### config.mk
export PLATFORM = sky130hd
export DESIGN_NAME = seq_multiplier_flat
export DESIGN_NICKNAME = d
export VERILOG_FILES = /design/src/rtl/seq_multiplier_pkg.sv /design/src/rtl/seq_multiplier_if.sv /design/src/rtl/seq_multiplier_addsub.sv /design/src/rtl/seq_multiplier.sv /design/src/flat_wrapper.sv
export SDC_FILE = /design/constraint.sdc
export NUM_CORES = 1
export LEC_CHECK = 0
export CAP_MARGIN = 20
export CORE_UTILIZATION = 55
export DETAILED_ROUTE_END_ITERATION = 16
export GPL_TIMING_DRIVEN = 0
export PLACE_DENSITY_LB_ADDON = 0.15
export SYNTH_ARGS = -nofsm -noshare
export SYNTH_HDL_FRONTEND = slang
export SYNTH_SLANG_ARGS = --single-unit
export TNS_END_PERCENT = 30
### constraint.sdc
create_clock -name clk -period 5.06 [get_ports clk]
set_input_delay 1.518 -clock clk [delete_from_list [all_inputs] [get_ports clk]]
set_output_delay 1.518 -clock clk [all_outputs]
set_load 0.005 [all_outputs]
### src/rtl/seq_multiplier_pkg.sv
// Shared ALU package: FSM state encodings, default datapath width and a
// compile-time ceil(log2) helper used to size counters.
package alu_pkg;

    localparam int ALU_WIDTH = 32;

    typedef enum logic [1:0] {
        SM_IDLE = 2'd0,
        SM_RUN  = 2'd1,
        SM_DONE = 2'd2
    } sm_state_e;

    // Bits needed to represent values 0 .. value-1; call with N+1 to hold N.
    function automatic int clog2(input int value);
        int result;
        int v;
        result = 0;
        v      = value - 1;
        while (v > 0) begin
            result++;
            v = v >> 1;
        end
        return result;
    endfunction

endpackage

### src/rtl/seq_multiplier_if.sv
// Request/result bundle for seq_multiplier. is_signed exists only when
// SEQ_MULT_SIGNED_EN is defined.
interface seq_multiplier_if
    import alu_pkg::*;
#(
    parameter int WIDTH = ALU_WIDTH
) ();

    logic             start;
    logic [WIDTH-1:0] A;
    logic [WIDTH-1:0] B;
`ifdef SEQ_MULT_SIGNED_EN
    logic             is_signed;
`endif
    logic             busy;
    logic             done;
    logic [WIDTH-1:0] product_lo;
    logic [WIDTH-1:0] product_hi;

    modport master (
`ifdef SEQ_MULT_SIGNED_EN
        output is_signed,
`endif
        output start, A, B,
        input  busy, done, product_lo, product_hi
    );

    modport slave (
`ifdef SEQ_MULT_SIGNED_EN
        input  is_signed,
`endif
        input  start, A, B,
        output busy, done, product_lo, product_hi
    );

endinterface

### src/rtl/seq_multiplier_addsub.sv
// Combinational W+1-bit conditional adder: sum_o = acc_i + (en_i ? addend_i : 0) + cin_i.
// Also serves as a negator when fed acc_i=0, addend_i=~x, en_i=1, cin_i=1.
module seq_mult_addsub
    import alu_pkg::*;
#(
    parameter int W = ALU_WIDTH
) (
    input  logic [W-1:0] acc_i,
    input  logic [W-1:0] addend_i,
    input  logic         en_i,
    input  logic         cin_i,
    output logic [W:0]   sum_o
);

    logic [W-1:0] gated;

    always_comb begin
        gated = en_i ? addend_i : '0;
        sum_o = {1'b0, acc_i} + {1'b0, gated} + {{W{1'b0}}, cin_i};
    end

endmodule

### src/rtl/seq_multiplier.sv
// Iterative shift-add multiplier, WIDTH cycles per 2*WIDTH-bit product.
// Optional two's-complement mode: define SEQ_MULT_SIGNED_EN.
module seq_multiplier
    import alu_pkg::*;
#(
    parameter int WIDTH = ALU_WIDTH
) (
    input logic            clk,
    input logic            rst_n,
    seq_multiplier_if.slave bus
);

    localparam int             CW       = clog2(WIDTH + 1);
    localparam logic [CW-1:0]  CNT_LOAD = CW'(WIDTH);
    localparam logic [CW-1:0]  CNT_LAST = CW'(1);

    sm_state_e          state_q, state_d;
    logic [CW-1:0]      cnt_q, cnt_d;
    logic [WIDTH-1:0]   mcand_q, mcand_d;
    logic [WIDTH-1:0]   acc_q, acc_d;
    logic [WIDTH-1:0]   mplier_q, mplier_d;
    logic [2*WIDTH-1:0] prod_q, prod_d;

    logic [WIDTH:0]     step_sum;
    logic [2*WIDTH-1:0] step_prod;
    logic [2*WIDTH-1:0] final_prod;
    logic [WIDTH-1:0]   op_a, op_b;

    seq_mult_addsub #(.W(WIDTH)) u_step (
        .acc_i    (acc_q),
        .addend_i (mcand_q),
        .en_i     (mplier_q[0]),
        .cin_i    (1'b0),
        .sum_o    (step_sum)
    );

    // {carry, acc, multiplier} shifted right by one after the conditional add
    assign step_prod = {step_sum, mplier_q[WIDTH-1:1]};

`ifdef SEQ_MULT_SIGNED_EN
    logic               sign_q, sign_d;
    logic               sign_start;
    logic [2*WIDTH:0]   neg_sum;
    logic               unused_neg_carry;
    logic [2*WIDTH-1:0] neg_prod;

    seq_mult_addsub #(.W(2*WIDTH)) u_neg (
        .acc_i    ('0),
        .addend_i (~step_prod),
        .en_i     (1'b1),
        .cin_i    (1'b1),
        .sum_o    (neg_sum)
    );

    assign {unused_neg_carry, neg_prod} = neg_sum;
    assign final_prod = sign_q ? neg_prod : step_prod;

    // Magnitude of a most-negative operand is itself when read as unsigned
    assign op_a       = (bus.is_signed && bus.A[WIDTH-1]) ? -bus.A : bus.A;
    assign op_b       = (bus.is_signed && bus.B[WIDTH-1]) ? -bus.B : bus.B;
    assign sign_start = bus.is_signed & (bus.A[WIDTH-1] ^ bus.B[WIDTH-1]);
`else
    assign final_prod = step_prod;
    assign op_a       = bus.A;
    assign op_b       = bus.B;
`endif

    always_comb begin
        state_d  = state_q;
        cnt_d    = cnt_q;
        mcand_d  = mcand_q;
        acc_d    = acc_q;
        mplier_d = mplier_q;
        prod_d   = prod_q;
`ifdef SEQ_MULT_SIGNED_EN
        sign_d   = sign_q;
`endif
        case (state_q)
            SM_IDLE, SM_DONE: begin
                if (bus.start) begin
                    state_d  = SM_RUN;
                    cnt_d    = CNT_LOAD;
                    mcand_d  = op_a;
                    mplier_d = op_b;
                    acc_d    = '0;
                    prod_d   = '0;
`ifdef SEQ_MULT_SIGNED_EN
                    sign_d   = sign_start;
`endif
                end else begin
                    state_d = SM_IDLE;
                end
            end
            SM_RUN: begin
                acc_d    = step_prod[2*WIDTH-1:WIDTH];
                mplier_d = step_prod[WIDTH-1:0];
                cnt_d    = cnt_q - CNT_LAST;
                if (cnt_q == CNT_LAST) begin
                    state_d = SM_DONE;
                    prod_d  = final_prod;
                end
            end
            default: state_d = SM_IDLE;
        endcase
    end

    always_ff @(posedge clk or negedge rst_n) begin
        if (!rst_n) begin
            state_q  <= SM_IDLE;
            cnt_q    <= '0;
            mcand_q  <= '0;
            acc_q    <= '0;
            mplier_q <= '0;
            prod_q   <= '0;
`ifdef SEQ_MULT_SIGNED_EN
            sign_q   <= 1'b0;
`endif
        end else begin
            state_q  <= state_d;
            cnt_q    <= cnt_d;
            mcand_q  <= mcand_d;
            acc_q    <= acc_d;
            mplier_q <= mplier_d;
            prod_q   <= prod_d;
`ifdef SEQ_MULT_SIGNED_EN
            sign_q   <= sign_d;
`endif
        end
    end

    assign bus.busy       = (state_q == SM_RUN);
    assign bus.done       = (state_q == SM_DONE);
    assign bus.product_lo = prod_q[WIDTH-1:0];
    assign bus.product_hi = prod_q[2*WIDTH-1:WIDTH];

endmodule

### src/flat_wrapper.sv
// flat-port wrapper written by rule: the top's interface ports become plain ports
module seq_multiplier_flat import alu_pkg::*;
#(
    parameter int WIDTH = ALU_WIDTH
)
  (clk, rst_n, bus_start, bus_A, bus_B, bus_busy, bus_done, bus_product_lo, bus_product_hi);
  seq_multiplier_if #(.WIDTH(WIDTH)) bus_i ();
  input logic clk;
  input logic rst_n;
  input wire logic [$bits(bus_i.start)-1:0] bus_start;
  input wire logic [$bits(bus_i.A)-1:0] bus_A;
  input wire logic [$bits(bus_i.B)-1:0] bus_B;
  output wire logic [$bits(bus_i.busy)-1:0] bus_busy;
  output wire logic [$bits(bus_i.done)-1:0] bus_done;
  output wire logic [$bits(bus_i.product_lo)-1:0] bus_product_lo;
  output wire logic [$bits(bus_i.product_hi)-1:0] bus_product_hi;
  assign bus_i.start = bus_start;
  assign bus_i.A = bus_A;
  assign bus_i.B = bus_B;
  assign bus_busy = bus_i.busy;
  assign bus_done = bus_i.done;
  assign bus_product_lo = bus_i.product_lo;
  assign bus_product_hi = bus_i.product_hi;
  seq_multiplier #(.WIDTH(WIDTH)) u_core (.clk(clk), .rst_n(rst_n), .bus(bus_i));
endmodule
==> results.py <==
metrics = {
    "cts": {
        "numCtsBuffers": 17,
        "cts_max_level": 4,
        "tritoncts": "done",
        "clk_pin_slew_ps": 60,
        "number_of_buffers_inserted_by_hold_repair_at_cts": 0,
        "worst_skew_pair.late_latency_ps": 430,
        "post-cts-setup-buffers": 0,
        "cts_root_buffer": "clkbuf_16",
        "ctsLongestPathBuffers": 2,
        "clock_sinks": 168,
        "cts-resized-gates": 0,
    },
    "drt": {
        "route.top_layer_used": "met4",
        "detail_route.vias_per_cell": 5.62,
        "drt_wl_total_mm": 21.4,
        "number_of_drc_markers_after_the_initial_detailed_route_iteration": 590,
        "vias": 7325,
        "wl_met2_mm": 10.1,
        "number_of_detailed_route_iterations_in_the_first_pass": 5,
        "met1_routed_length_mm": 9.68,
        "drcViolationCount": 0,
        "met3WireLength_mm": 1.15,
        "detail-route-antenna-nets": 0,
        "routed_wire_length_per_instance_um": 16.4,
    },
    "yosys": {
        "post_synth_fa_ha_maj_area_fraction_pct": 5.26,
        "syn_nets": 1056,
        "synth_cells": 954,
        "synth-edff-count": 0,
        "synth_top_area_share_pct": 49.7,
        "yosys_most_used_dff": "dfrtp_1",
        "synth_compound_gate_area_share_pct": 15.0,
        "fraction_of_the_yosys_area_taken_by_sequential_cells_pct": 49.7,
        "synth-xor-area-share_pct": 2.80,
        "synth_area_mm2": 0.00846,
        "synth_top_area_cell": "dfrtp_1",
        "yosys.area_share.simple_pct": 23.1,
        "synth_area_leaders": "dfrtp_1 (50%), nand2_1 (14%), ha_1 (5.0%)",
        "synth.lib_cells_used.distinct": 61,
        "synth_top_family_by_area": "simple AND/OR/NAND/NOR gates",
        "postSynth.asyncResetShare_pct": 100,
        "ys_seq_elements": 168,
        "ys.warnings.count": 0,
        "avgSynthCellArea_um2": 8.87,
        "muxShareOfSynthArea_pct": 0.251,
    },
    "sta": {
        "period_needed_ps": 3690,
        "maxSlewHeadroom_pct": 49.1,
        "timing.final.setup_violations": 0,
        "final_min_period_over_clock_period_pct": 73.0,
        "rsz0062_at_grt": "false",
        "worst_slew_pin_slew_ps": 764,
        "max_freq_ghz": 0.271,
        "finalHoldViolCount": 0,
        "timing.setup.tns_ps": 0,
        "timing.clock.skew_ps": 9.28,
        "timing_max_transition_violations_final": 0,
    },
    "layout": {
        "nets": 1208,
        "antennaDiodeCount": 0,
        "final_cells": 1303,
        "fillCellCount": 1145,
        "final_common_cell": "nand2_1",
        "synthToLayoutAreaGrowth_pct": 26.4,
        "drive_gt1_share_pct": 5.00,
        "layout.cells.most_common_list": "nand2_1 (311), dfrtp_1 (168), clkdlybuf4s50_1 (131), nand3_1 (50), nor2_1 (48)",
    },
    "worst_setup_path": {
        "setup.worst_path.end_class": "output pin",
        "r2r_slack_ps": 1600,
        "critical_path_class": "flip-flop to output pin",
        "start_kind": "flip-flop",
        "crit_path_start": "u_core.state_q[1]$_DFFE_PN0P_",
        "critical_path_peak_fanout": 10,
        "r2r-start": "u_core.mplier_q[0]$_DFFE_PN0P_",
        "worst_ep_arrival_time_ps": 2180,
        "required_time_worst_endpoint_ps": 3540,
    },
    "die": {
        "floorplan_die_area_mm2": 0.0159,
        "die_w_um": 126,
        "core_mm2": 0.0148,
        "initial_utilization_pct": 57.3,
        "boundaryPins": 133,
        "die_y_um": 126,
        "rows": 44,
    },
    "run": {
        "maximum_capacitance_violations": 0,
    },
    "global_route": {
        "grt_pass1_wl_mm": 35.3,
        "number_of_antenna_violations_at_the_first_check_in_global_routing": 0,
        "grt_max_degree": 115,
        "number_of_global_route_vias_before_repair": 7084,
        "grt_usage_pct": 28.3,
        "grt_overflow": 0,
    },
    "power": {
        "ir_drop_mv": 0.330,
        "power_density_relative_to_cell_area_mw_per_mm2": 714,
        "power.total_w": 0.00763,
        "power_leakage_nw": 5.15,
    },
    "place": {
        "numPortBuffers": 132,
        "gp_congestion": 0.913,
        "place_inst": 1271,
        "place.detailed.hpwl_mm": 15.4,
    },
    "run_status": {
        "status": "finished clean",
    },
    "worst_hold_path": {
        "worstHoldStart": "u_core.mcand_q[27]$_DFFE_PN0P_",
        "min_delay_path_class": "flip-flop to flip-flop",
    },
}
[state kept, by name, summed over array words and instances (netlist names)]
signal / count
u_core.mcand_q: 32
u_core.acc_q: 32
u_core.cnt_q: 6
u_core.prod_q: 64
u_core.mplier_q: 32
u_core.state_q: 2
[critical path, cell delays in order, from the launching register on]
cell	delay, ps
dfrtp_1	360
nand2b_1	200
clkinv_1	130
clkbuf_1	450
clkdlybuf4s50_1	610
[area by class of cell]
class                   count  area [um^2]  share of cell area, %
inverters                  17         63.8                  0.597
repair buffers            133         1350                   12.7
plain buffers              57          269                   2.52
flip-flops and latches    168         4200                   39.3
clock inverters            10          164                   1.53
well taps                 184          230                   2.15
multi-input cells         712         3920                   36.7
clock buffers              22          484                   4.53
[worst paths after layout]
kind	endpoint	cells after the start
max	bus_busy	4
max in group asynchronous	u_core.state_q[1]$_DFFE_PN0P_	2
min in group asynchronous	u_core.mcand_q[20]$_DFFE_PN0P_	1
min	u_core.mcand_q[27]$_DFFE_PN0P_	2
min reg2reg	u_core.mcand_q[27]$_DFFE_PN0P_	2
max reg2reg	u_core.acc_q[27]$_DFFE_PN0P_	11
[Yosys cell counts, types with 3 or more instances]
| cell | n |
|---|---|
| buf_6 | 5 |
| nand2_1 | 311 |
| nor2_1 | 48 |
| nand2b_1 | 3 |
| nand3_1 | 50 |
| nand4_1 | 10 |
| o211ai_2 | 3 |
| a211oi_1 | 4 |
| a21oi_1 | 29 |
| o21ai_0 | 40 |
| a21o_1 | 14 |
| o21ai_1 | 4 |
| o21a_1 | 3 |
| o21bai_1 | 5 |
| and2_1 | 32 |
| inv_1 | 16 |
| a22o_1 | 21 |
| dfrtp_1 | 168 |
| clkbuf_1 | 43 |
| xnor2_1 | 16 |
| ha_1 | 34 |
| xor2_1 | 11 |
| a31oi_1 | 37 |
| buf_1 | 5 |
[stage by stage]
step / worst slack (ps) / hold slack [ps] / utilization [%] / instance area, um^2
finish: 1370 / 467 / 72.5 / 10700
global route: 1240 / 498 / 72.5 / 10700
CTS: 1310 / 471 / 72.5 / 10700
detailed placement: 1210 / 455 / 68.1 / 10000
global placement: -4340 / 453 / 67.9 / 10000
floorplan: 2230 / 438 / - / 8460
[cell families after synthesis]
kind of cell	count (synthesis)
fa+ha+maj	35
xor+xnor	27
flops	168
compound gates	183
buf+inv	74
simple gates	465
mux	2
[metal layers]
metal / vias up / track usage, %
met5: - / 0
met4: 0 / 9.92
met3: 27 / 5.18
met2: 231 / 44.9
met1: 3533 / 39.1
li1: 3534 / -
[where the power goes]
part | switching [W] | internal, W
clock | 0.000532 | 0.000881
combinational | 0.00218 | 0.00171
sequential | 0.000376 | 0.00196
total | 0.00308 | 0.00455
(Power assumes the default switching activity.)
